--- config.mk ---
export PLATFORM = sky130hd
export DESIGN_NAME = rx_deframer
export DESIGN_NICKNAME = d
export VERILOG_FILES = /design/src/rtl/rx_deframe_pkg.sv /design/src/rtl/rx_deframe_hold_reg.sv /design/src/rtl/rx_deframer.sv
export SDC_FILE = /design/constraint.sdc
export NUM_CORES = 1
export LEC_CHECK = 0
export ABC_CLOCK_PERIOD_IN_PS = 2250
export CAP_MARGIN = 0
export CORE_ASPECT_RATIO = 0.5
export CORE_UTILIZATION = 30
export CTS_BUF_LIST = sky130_fd_sc_hd__clkbuf_2 sky130_fd_sc_hd__clkbuf_4 sky130_fd_sc_hd__clkbuf_8
export DETAILED_ROUTE_END_ITERATION = 12
export PLACE_DENSITY = 0.62
export SLEW_MARGIN = 10
export SYNTH_ARGS = -nofsm -noshare
export SYNTH_HDL_FRONTEND = slang
export SYNTH_SLANG_ARGS = --single-unit
export TNS_END_PERCENT = 50
--- constraint.sdc ---
create_clock -name CLK -period 2.25 [get_ports CLK]
set_clock_uncertainty 0.2 [all_clocks]
set_input_delay 0.3375 -clock CLK [delete_from_list [all_inputs] [get_ports CLK]]
set_output_delay 0.3375 -clock CLK [all_outputs]
set_load 0.1 [all_outputs]
--- src/rtl/rx_deframe_pkg.sv ---
// rtl/rx_deframe_pkg.sv - shared state encoding and framing token layout for rx_deframer
package rx_deframe_pkg;

    typedef enum logic [1:0] {
        IDLE  = 2'd0,
        STRIP = 2'd1,
        FLUSH = 2'd2
    } state_e;

    localparam int TOKEN_BYTES = 2;

    // Length field in DW, big-endian bit numbering over the 16-bit token
    localparam int TOK_LEN_LO = 4;
    localparam int TOK_LEN_HI = 14;
    localparam int TOK_LEN_W  = TOK_LEN_HI - TOK_LEN_LO + 1;

endpackage

--- src/rtl/rx_deframe_hold_reg.sv ---
// rtl/rx_deframe_hold_reg.sv - 2-byte write-enabled realignment register with async clear
module rx_deframe_hold_reg #(
    parameter int SYMBOL_WIDTH = 8
) (
    input  logic                      clk_i,
    input  logic                      rst_ni,
    input  logic                      we_i,
    input  logic [0:2*SYMBOL_WIDTH-1] d_i,
    output logic [0:2*SYMBOL_WIDTH-1] q_o
);

    logic [0:2*SYMBOL_WIDTH-1] hold_q;

    always_ff @(posedge clk_i or negedge rst_ni) begin
        if (!rst_ni) begin
            hold_q <= '0;
        end else if (we_i) begin
            hold_q <= d_i;
        end
    end

    assign q_o = hold_q;

endmodule

--- src/rtl/rx_deframer.sv ---
// rtl/rx_deframer.sv - strips the 2-byte framing token and realigns TLP payload to lane 0
// Optional TLP length check against the token is enabled by RX_DEFRAME_LEN_CHK_EN.
module rx_deframer
    import rx_deframe_pkg::*;
#(
    parameter int SYMBOL_WIDTH = 8,
    parameter int LANES        = 4,
    parameter int DATA_WIDTH   = SYMBOL_WIDTH * LANES,
    parameter int CNT_WIDTH    = $clog2(LANES + 1)
) (
    input  logic                  CLK,
    input  logic                  RST_L,
    input  logic                  i_valid,
    output logic                  o_in_ready,
    input  logic [0:DATA_WIDTH-1] i_data,
    input  logic                  i_sot,
    input  logic                  i_eot,
    input  logic [CNT_WIDTH-1:0]  i_eot_bytes,
    output logic                  o_valid,
    output logic [0:DATA_WIDTH-1] o_data,
    output logic                  o_sot,
    output logic                  o_eot,
    output logic [CNT_WIDTH-1:0]  o_eot_bytes,
    output logic                  o_frm_err
);

    localparam int HW = TOKEN_BYTES * SYMBOL_WIDTH;

    state_e                state_q, state_d;
    logic                  sot_pend_q, sot_pend_d;
    logic [CNT_WIDTH-1:0]  flush_n_q, flush_n_d;
    logic                  o_valid_q, o_valid_d;
    logic [0:DATA_WIDTH-1] o_data_q, o_data_d;
    logic                  o_sot_q, o_sot_d;
    logic                  o_eot_q, o_eot_d;
    logic [CNT_WIDTH-1:0]  o_eot_bytes_q, o_eot_bytes_d;
    logic                  o_frm_err_q, frm_err_d;
    logic                  o_in_ready_q, o_in_ready_d;
    logic                  hold_we;
    logic [0:HW-1]         hold_q;
    logic                  accept, len_err;
    int                    eot_n;
    logic [0:DATA_WIDTH-1] strip_word, sot_word, flush_word;

    function automatic logic [0:DATA_WIDTH-1] keep_bytes(input logic [0:DATA_WIDTH-1] w,
                                                         input int nb);
        logic [0:DATA_WIDTH-1] r;
        r = '0;
        for (int k = 0; k < LANES; k++) begin
            if (k < nb) r[k*SYMBOL_WIDTH +: SYMBOL_WIDTH] = w[k*SYMBOL_WIDTH +: SYMBOL_WIDTH];
        end
        return r;
    endfunction

    assign accept     = i_valid && o_in_ready_q;
    assign eot_n      = int'(i_eot_bytes);
    assign strip_word = {hold_q, i_data[0:DATA_WIDTH-HW-1]};
    assign sot_word   = {i_data[HW:DATA_WIDTH-1], {HW{1'b0}}};
    assign flush_word = keep_bytes({hold_q, {(DATA_WIDTH-HW){1'b0}}}, int'(flush_n_q));

    rx_deframe_hold_reg #(.SYMBOL_WIDTH(SYMBOL_WIDTH)) u_hold (
        .clk_i  (CLK),
        .rst_ni (RST_L),
        .we_i   (hold_we),
        .d_i    (i_data[DATA_WIDTH-HW:DATA_WIDTH-1]),
        .q_o    (hold_q)
    );

    always_ff @(posedge CLK or negedge RST_L) begin
        if (!RST_L) begin
            state_q       <= IDLE;
            sot_pend_q    <= 1'b0;
            flush_n_q     <= '0;
            o_valid_q     <= 1'b0;
            o_data_q      <= '0;
            o_sot_q       <= 1'b0;
            o_eot_q       <= 1'b0;
            o_eot_bytes_q <= '0;
            o_frm_err_q   <= 1'b0;
            o_in_ready_q  <= 1'b1;
        end else begin
            state_q       <= state_d;
            sot_pend_q    <= sot_pend_d;
            flush_n_q     <= flush_n_d;
            o_valid_q     <= o_valid_d;
            o_data_q      <= o_data_d;
            o_sot_q       <= o_sot_d;
            o_eot_q       <= o_eot_d;
            o_eot_bytes_q <= o_eot_bytes_d;
            o_frm_err_q   <= frm_err_d | len_err;
            o_in_ready_q  <= o_in_ready_d;
        end
    end

    always_comb begin
        state_d       = state_q;
        sot_pend_d    = sot_pend_q;
        flush_n_d     = flush_n_q;
        hold_we       = 1'b0;
        o_valid_d     = 1'b0;
        o_data_d      = o_data_q;
        o_sot_d       = 1'b0;
        o_eot_d       = 1'b0;
        o_eot_bytes_d = '0;
        frm_err_d     = 1'b0;
        o_in_ready_d  = 1'b1;
        if (state_q == FLUSH) begin
            o_valid_d     = 1'b1;
            o_eot_d       = 1'b1;
            o_data_d      = flush_word;
            o_eot_bytes_d = flush_n_q;
            state_d       = IDLE;
        end else if (accept && i_sot) begin
            // A SOT inside an open TLP abandons it; the new token is handled as from IDLE
            frm_err_d  = (state_q == STRIP);
            sot_pend_d = 1'b0;
            state_d    = IDLE;
            if (i_eot) begin
                if (eot_n <= TOKEN_BYTES) begin
                    frm_err_d = 1'b1;
                end else begin
                    o_valid_d     = 1'b1;
                    o_sot_d       = 1'b1;
                    o_eot_d       = 1'b1;
                    o_data_d      = keep_bytes(sot_word, eot_n - TOKEN_BYTES);
                    o_eot_bytes_d = CNT_WIDTH'(eot_n - TOKEN_BYTES);
                end
            end else begin
                hold_we    = 1'b1;
                sot_pend_d = 1'b1;
                state_d    = STRIP;
            end
        end else if (accept && state_q == STRIP) begin
            o_valid_d  = 1'b1;
            o_sot_d    = sot_pend_q;
            sot_pend_d = 1'b0;
            hold_we    = 1'b1;
            o_data_d   = strip_word;
            if (i_eot) begin
                if (eot_n <= LANES - TOKEN_BYTES) begin
                    o_eot_d       = 1'b1;
                    o_data_d      = keep_bytes(strip_word, eot_n + TOKEN_BYTES);
                    o_eot_bytes_d = CNT_WIDTH'(eot_n + TOKEN_BYTES);
                    state_d       = IDLE;
                end else begin
                    // Residue still sits in the holding register; emit it next cycle
                    flush_n_d    = CNT_WIDTH'(eot_n - (LANES - TOKEN_BYTES));
                    o_in_ready_d = 1'b0;
                    state_d      = FLUSH;
                end
            end
        end
    end

`ifdef RX_DEFRAME_LEN_CHK_EN
    logic [TOK_LEN_W-1:0] len_q, len_d, len_ref;
    logic [15:0]          cnt_q, cnt_d, cnt_tot;

    always_ff @(posedge CLK or negedge RST_L) begin
        if (!RST_L) begin
            len_q <= '0;
            cnt_q <= '0;
        end else begin
            len_q <= len_d;
            cnt_q <= cnt_d;
        end
    end

    always_comb begin
        len_d   = len_q;
        cnt_d   = cnt_q;
        len_ref = len_q;
        len_err = 1'b0;
        cnt_tot = (o_sot_d ? 16'd0 : cnt_q)
                + (o_eot_d ? 16'(o_eot_bytes_d) : 16'(LANES));
        if (state_q != FLUSH && accept && i_sot) begin
            len_d   = i_data[TOK_LEN_LO:TOK_LEN_HI];
            len_ref = i_data[TOK_LEN_LO:TOK_LEN_HI];
            cnt_d   = '0;
        end
        if (o_valid_d) begin
            cnt_d   = cnt_tot;
            len_err = o_eot_d && (cnt_tot != 16'({len_ref, 2'b00}));
        end
    end
`else
    assign len_err = 1'b0;
`endif

    assign o_in_ready  = o_in_ready_q;
    assign o_valid     = o_valid_q;
    assign o_data      = o_data_q;
    assign o_sot       = o_sot_q;
    assign o_eot       = o_eot_q;
    assign o_eot_bytes = o_eot_bytes_q;
    assign o_frm_err   = o_frm_err_q;

endmodule

-- Word level (Yosys, flattened, before mapping)
Index checks and enable logic that the tools add are counted.
- register bits after elaboration: 62
- bits in latches: 0
- RAM bits: 0
- memory bits (read-only): 0
- input port bits: 40
- output and inout port bits: 40
- logic and storage cells: 93
- memories: 0
- $add $sub $neg: 2
- multiply operators: 0
- divide/modulo/power cells: 0
- magnitude comparators: 9
- eq/ne operators: 4
- shifts and indexed selects: 0
- muxes and demuxes: 54
- bitwise gates (word level): 3
- reductions and logical operators: 10
- operators by type and width (kind ; count):
    two-way mux 32 bit ; 7
    < comparator 1 x 32 -> 1 bit, first input constant ; 2
    < comparator 2 x 32 -> 1 bit, first input constant ; 2
    < comparator 3 x 32 -> 1 bit, first input constant ; 2
    two-way mux 8 bit ; 8
    two-way mux 1 bit ; 27
    two-way mux 3 bit ; 7
    two-way mux 2 bit ; 5
    < comparator 1 x 3 -> 1 bit, first input constant ; 2
    inequality test 3 bit, second input constant ; 2
    nonzero test 3 bit ; 2
    AND reduction 5 bit ; 1
    adder 3 x 2 -> 4 bit, second input constant ; 1
    AND reduction 2 bit ; 2
    subtractor 3 x 2 -> 4 bit, second input constant ; 1
    <= comparator 3 x 2 -> 1 bit, second input constant ; 1
    logical AND 1 bit ; 3
    inverter 1 bit ; 3
    AND reduction 3 bit ; 1
    equality test 2 x 1 -> 1 bit, second input constant ; 1
    equality test 2 bit, second input constant ; 1
    nonzero test 2 bit ; 1

-- Longest topological paths before layout
- word-level depth: 8
- depth in mapped cells: 10
- mapped depth without buffers: 8

-- Hierarchy
From an unflattened synthesis, not the netlist that was laid out.
- cell total of the unflattened synthesis: 245
- area total of the unflattened synthesis: 2802.7 um2
- by module, submodules not included (module ; instances ; cells each ; area each (um2) ; seq. area each (um2)):
    rx_deframer ; 1 ; 211 ; 2153.3 ; 1152.4
    rx_deframe_hold_reg ; 1 ; 34 ; 649.4 ; 400.4

-- Worst setup path after synthesis
Ideal clock, no wire load.
- path type: register to register
- from: register o_in_ready_q (netlist: o_in_ready)
- to: register o_data_q, in the netlist o_data[17]
- library setup time: 0.122 ns
- arrival: 2.216 ns
- required time: 1.928 ns
- setup slack: -0.288 ns
- cell stages (with the launch flop): 7
- path buffers: 2
- period minus slack after synthesis: 2.538 ns
- path through: dfstp_2 > nand3_2 > or3b_1 > and3_1 > buf_6 > buf_2 > a22o_1
- word-level cells in the longest chain between the ends: 4
- elaborated cells on any way between the ends: 9
- those cells by class: eq/ne (2); mux (2); reduce/logical (5)
- RTL lines (item ; RTL line ; source):
    start, declared ; rx_deframer.sv:38 ; logic o_in_ready_q, o_in_ready_d;
    start signal, assigned ; rx_deframer.sv:91 ; o_in_ready_q <= o_in_ready_d;
    logical AND 1 bit (*) ; rx_deframer.sv:55 ; assign accept = i_valid && o_in_ready_q;
    logical AND 1 bit, on equally long branches ; rx_deframer.sv:113, rx_deframer.sv:133 ;
    inequality test 3 bit (no line), or another cell as far along ; -- ;
    AND reduction 3 bit (no line) / two-way mux 32 bit (equally long branches) ; -- ;
    end signal, assigned ; rx_deframer.sv:86 ; o_data_q <= o_data_d;
    end, declared ; rx_deframer.sv:33 ; logic [0:DATA_WIDTH-1] o_data_q, o_data_d;
Mark *: on every way between the ends. The rest lies on a longest branch, timed or not.
A chain may end at the register's enable or synchronous reset.

-- Worst setup path after layout
- from: input i_eot_bytes[1]
- to: register o_data_q, in the netlist o_data[15]
- word-level cells in the longest chain between the ends: 8
- elaborated cells on any way between the ends: 16
- those cells by class: add/sub (2); order compare (3); eq/ne (1); mux (9); reduce/logical (1)
- RTL lines (item ; RTL line ; source):
    start, declared ; rx_deframer.sv:18 ; input logic [CNT_WIDTH-1:0] i_eot_bytes,
    adder 3 x 2 -> 4 bit ; -- ;
    < comparator 2 x 32 -> 1 bit ; rx_deframer.sv:50 ; if (k < nb) r[k*SYMBOL_WIDTH +: SYMBOL_WIDTH] = w[k*SYMBOL_WIDTH +: SYMBOL_WIDTH];
    two-way mux 8 bit ; rx_deframer.sv:50 ;
    two-way mux 32 bit ; rx_deframer.sv:140 ; if (eot_n <= LANES - TOKEN_BYTES) begin
    two-way mux 32 bit ; rx_deframer.sv:139 ; if (i_eot) begin
    two-way mux 32 bit ; rx_deframer.sv:133 ; end else if (accept && state_q == STRIP) begin
    two-way mux 32 bit ; rx_deframer.sv:113 ; end else if (accept && i_sot) begin
    two-way mux 32 bit ; rx_deframer.sv:107 ; if (state_q == FLUSH) begin
Parallel ways exist; a longest one is shown, timed or not. The select of a mux whose other input is x is not followed.

==> summary by stage <==
Timing
The headroom to the max-slew limit is 61.5%. Of the available clock period, the critical path in the final layout requires 96.6%. Setup repair after global routing left no endpoint under its margin. The fmax is 460 MHz. The setup-violating endpoint count in the final report is 0. The final worst-path setup slack is 0.0759 ns. The worst path in the final design needs a cycle of 2.17 ns, including I/O delays and setup. The hold violation total from the final report is 0. The transition time at the pin with the least slew margin is 0.577 ns.

The total count of max-transition violations in the final report is 0. For the final routed database, the setup TNS stands at 0 ns.

Global route
Global routing used 15.1% of the available tracks across all layers. The initial antenna violation count is 0. After global routing the overflow that remains totals 0. Entering global routing, the biggest net connects 63 pins.

The number of global-route vias before repair came to 2,139. The most utilized layer in the global route result is met2. The fraction of met2 tracks used by global routing is 24.8%. The first-pass GRT wire length is 10.4 mm. The met1 usage is 18.9%.

The met3 usage in global routing is 4.81%.

Route
For this run, design rule violations remaining after detail routing come to 0. After detailed routing, the total wire length is 6.67 mm. The detailed router's first-iteration violation count is 154. The remaining antenna violation count after routing is 0. After detailed routing, the number of vias per cell comes to 4.68. The post-detailed-route wirelength per cell is 14.6 um.

For this block, the via count after detailed routing is 2,131. The number of iterations in the first detailed-routing pass is 4.

Clock network
The clock reaches the later pin of the worst-skew pair after 0.33 ns. The H-tree was split into 3 levels. The clock tree from TritonCTS is yes. Counting along the longest clock path gives a buffer depth of 2. Clock tree synthesis inserted a total of 9 buffers. The tree is rooted in a sky130_fd_sc_hd__clkbuf_8. The number of clock sinks seen by CTS is 62. The CTS clock-pin slew for the worst setup and hold paths is 0.07 ns.

Power
The leakage power total is 1.83 nW. The worst-case IR drop observed on VDD is 634 uV. The power density over the cells is 1240 nW/um2.

Finish
Leaving out fill and tap cells, the most frequent cells in the layout are sky130_fd_sc_hd__buf_4 (64), sky130_fd_sc_hd__dfrtp_1 (61), sky130_fd_sc_hd__clkdlybuf4s50_1 (37). Compared with the post-synthesis result, the final layout area differs by 53.7%. The final standard cell count with taps included and fillers excluded is 455.

The number of antenna repair diodes is 0. The sequential cells in the finished layout cover a total of 1560 um2. The finished layout cell area is 4030 um2.

The filler cell count in the final layout is 779. The multi-input combinational cell area is 1100 um2. The number of nets in the layout is 381.

The most common library cell in the layout ignoring fill and taps is sky130_fd_sc_hd__buf_4. In the final layout, the share of cells above drive strength 1 is 34.7%.

Placement
The placed wire-length estimate after detailed placement is 4.85 mm. Timing analysis after detailed placement gives a worst setup slack of -0.385 ns. The congestion estimate from routability-driven global placement came to 0.861. In this run the tool buffered the top-level ports with 79 buffer cells. Once placement finished, the instance area stood at 3730 um2. The total placed cells including tap cells is 436.

Setup path
The data arrival time of the worst path is 2.19 ns. The delay of the slowest cell on the worst path is 0.45 ns. Along the worst path, the maximum fanout reaches 8. Together, buffers and inverters on the worst path number 2. The critical path in this run is classified as in2reg. Broken down by cell family, the worst path's largest delay share belongs to simple AND/OR/NAND/NOR gates. The master of the slowest instance on the critical path is sky130_fd_sc_hd__clkdlybuf4s50_1. STA classifies the critical path endpoint as a flop. The required time at the endpoint of the critical path is 2.27 ns. The signal on the critical path passes through clkdlybuf4s50_1, ha_2, mux2i_2, or3b_1, and3_4, clkbuf_16, a221oi_2, nor2_1.

The nature of the critical path startpoint is a primary input.

Synth
After synthesis, the largest family of logic cells by area is compound AO/OA/AOI/OAI gates. After synthesis, the share of cell area in mux cells is 8.06%. After Yosys synthesis, XOR and XNOR cells account for 0% of the synthesized area. The flip-flop and latch count after synthesis is 62. The post-synthesis sequential area ratio is 59.2%.

The synthesized netlist devotes 15.6% of its cell area to compound gates. The mapped cell area is 2620 um2. The number of distinct library cell variants in the gate-level netlist after synthesis is 38. Synthesis handed over a netlist of 223 instances. The adder-cell share of the synthesized area is 1.81%. The fraction of the mapped netlist area in simple logic gates is 12.5%. The synthesized net count is 266. During synthesis, Yosys emitted a total of 0 warnings. The average cell area after synthesis is 11.8 um2.

Die
The top-level I/O count is 80. The number of standard-cell rows in the floorplan is 23. In this run the standard cell core region covers 8230 um2. The width of the chip is 134 um.

The die covers 9140 um2. From bottom edge to top edge, the die measures 68.1 um. The effective utilization at floorplan is 31.9%.

Job
Max-cap violations in this run came to 0.

Run status
The run finished with clean final reports.

Hold path
The tightest min-delay check is of the reg2reg type.
## final cells by class
class / instances / area share, %
clock inverter: 3 / 0.435
sequential: 62 / 38.6
clock buffer: 13 / 4.28
multi-input combinational: 149 / 27.3
timing repair buffer: 112 / 25.4
tap: 112 / 3.48
inverter: 4 / 0.497
## synthesized netlist by cell type
| cell type | number | share of area [%] |
|---|---|---|
| sky130_fd_sc_hd__dfrtp_1 | 61 | 58 |
| sky130_fd_sc_hd__nor2_1 | 32 | 4.6 |
| sky130_fd_sc_hd__a21oi_1 | 18 | 3.4 |
| sky130_fd_sc_hd__a22o_1 | 16 | 5.3 |
| sky130_fd_sc_hd__nand2_1 | 11 | 1.6 |
| sky130_fd_sc_hd__mux2_1 | 10 | 4.3 |
| sky130_fd_sc_hd__nand2b_1 | 10 | 2.4 |
| sky130_fd_sc_hd__a221oi_1 | 8 | 2.7 |
| sky130_fd_sc_hd__mux2_2 | 7 | 3.0 |
| sky130_fd_sc_hd__nor2b_1 | 4 | 0.95 |
| sky130_fd_sc_hd__o21ai_1 | 4 | 0.76 |
| sky130_fd_sc_hd__a31oi_1 | 3 | 0.72 |
| sky130_fd_sc_hd__buf_6 | 3 | 1.3 |
| sky130_fd_sc_hd__ha_1 | 3 | 1.4 |
| sky130_fd_sc_hd__inv_1 | 3 | 0.43 |
| sky130_fd_sc_hd__o21ai_0 | 3 | 0.57 |
| sky130_fd_sc_hd__buf_2 | 2 | 0.38 |
| sky130_fd_sc_hd__clkbuf_1 | 2 | 0.29 |
| sky130_fd_sc_hd__mux2i_1 | 2 | 0.76 |
| sky130_fd_sc_hd__nand3_1 | 2 | 0.38 |
| sky130_fd_sc_hd__nor3_1 | 2 | 0.38 |
| sky130_fd_sc_hd__a21oi_2 | 1 | 0.33 |
| sky130_fd_sc_hd__a41oi_2 | 1 | 0.62 |
| sky130_fd_sc_hd__and2_1 | 1 | 0.24 |
| sky130_fd_sc_hd__and3_1 | 1 | 0.24 |
| sky130_fd_sc_hd__buf_4 | 1 | 0.29 |
| sky130_fd_sc_hd__clkinv_2 | 1 | 0.19 |
| sky130_fd_sc_hd__dfstp_2 | 1 | 1.0 |
| sky130_fd_sc_hd__maj3_1 | 1 | 0.38 |
| sky130_fd_sc_hd__nand3_2 | 1 | 0.38 |
| sky130_fd_sc_hd__nand3b_1 | 1 | 0.29 |
| sky130_fd_sc_hd__nand4_1 | 1 | 0.24 |
| sky130_fd_sc_hd__nor3b_1 | 1 | 0.29 |
| sky130_fd_sc_hd__o22a_1 | 1 | 0.33 |
| sky130_fd_sc_hd__o31ai_1 | 1 | 0.29 |
| sky130_fd_sc_hd__o31ai_2 | 1 | 0.48 |
| sky130_fd_sc_hd__or3_1 | 1 | 0.24 |
| sky130_fd_sc_hd__or3b_1 | 1 | 0.33 |
## sequential cells by signal, summed over array words and instances, names as in the netlist
register,count
o_in_ready,1
o_valid,1
o_eot,1
u_hold.q_o,16
sot_pend_q,1
flush_n_q,3
o_eot_bytes,3
o_frm_err,1
o_sot,1
state_q,2
o_data,32
## metal layers
layer | wire [um] | vias to the layer above | part of all wire [%]
met4 | 88 | 0 | 1.3
met3 | 251 | 8 | 3.8
met5 | 0 | - | 0
li1 | - | 1028 | -
met1 | 3100 | 1044 | 47
met2 | 3220 | 51 | 48
## repair_timing
action,in CTS,in global routing
resized for setup,3,14
endpoints found under the hold margin,61,0
gates cloned,0,1
pin swaps,0,2
endpoints found under the setup margin,4,33
setup buffers,0,1
hold buffers,1,0
## final timing paths
check | endpoint | startpoint | slack, ns | cells after the start
setup / recovery | o_data[15]$_DFFE_PN0P_ | i_eot_bytes[1] | 0.08 | 8
hold / removal | u_hold.q_o[5]$_DFFE_PN0P_ | u_hold.q_o[5]$_DFFE_PN0P_ | 0.29 | 1
setup reg to reg | o_data[6]$_DFFE_PN0P_ | o_in_ready$_DFF_PN1_ | 0.12 | 7
hold reg to reg | u_hold.q_o[5]$_DFFE_PN0P_ | u_hold.q_o[5]$_DFFE_PN0P_ | 0.29 | 1
max in group asynchronous | o_in_ready$_DFF_PN1_ | RST_L | 1.22 | 3
min in group asynchronous | flush_n_q[0]$_DFFE_PN0P_ | RST_L | 0.35 | 3
## power breakdown
part	total (mW)	switching (mW)	internal [mW]
Sequential	1.60	0.189	1.41
Combinational	2.46	1.85	0.613
Clock	0.918	0.420	0.499
## metrics by stage
step | util [%] | hold slack (ns) | power [mW]
3_5_place_dp | 45.3 | 0.175 | 4.06
4_1_cts | 47.8 | 0.293 | 5.00
3_3_place_gp | 45.3 | 0.168 | 4.02
2_1_floorplan | - | -0.158 | 3.44
6_report | 49.0 | 0.287 | 4.98
5_1_grt | 49.0 | 0.317 | 5.19
## cell families (layout without fill, tap and decap cells)
family	after synthesis	count (layout)
fa+ha+maj	4	4
buf+inv	12	132
compound gates	57	57
simple gates	69	69
flops	62	62
mux	19	19
Note: power is estimated with default switching activity, not from simulation.
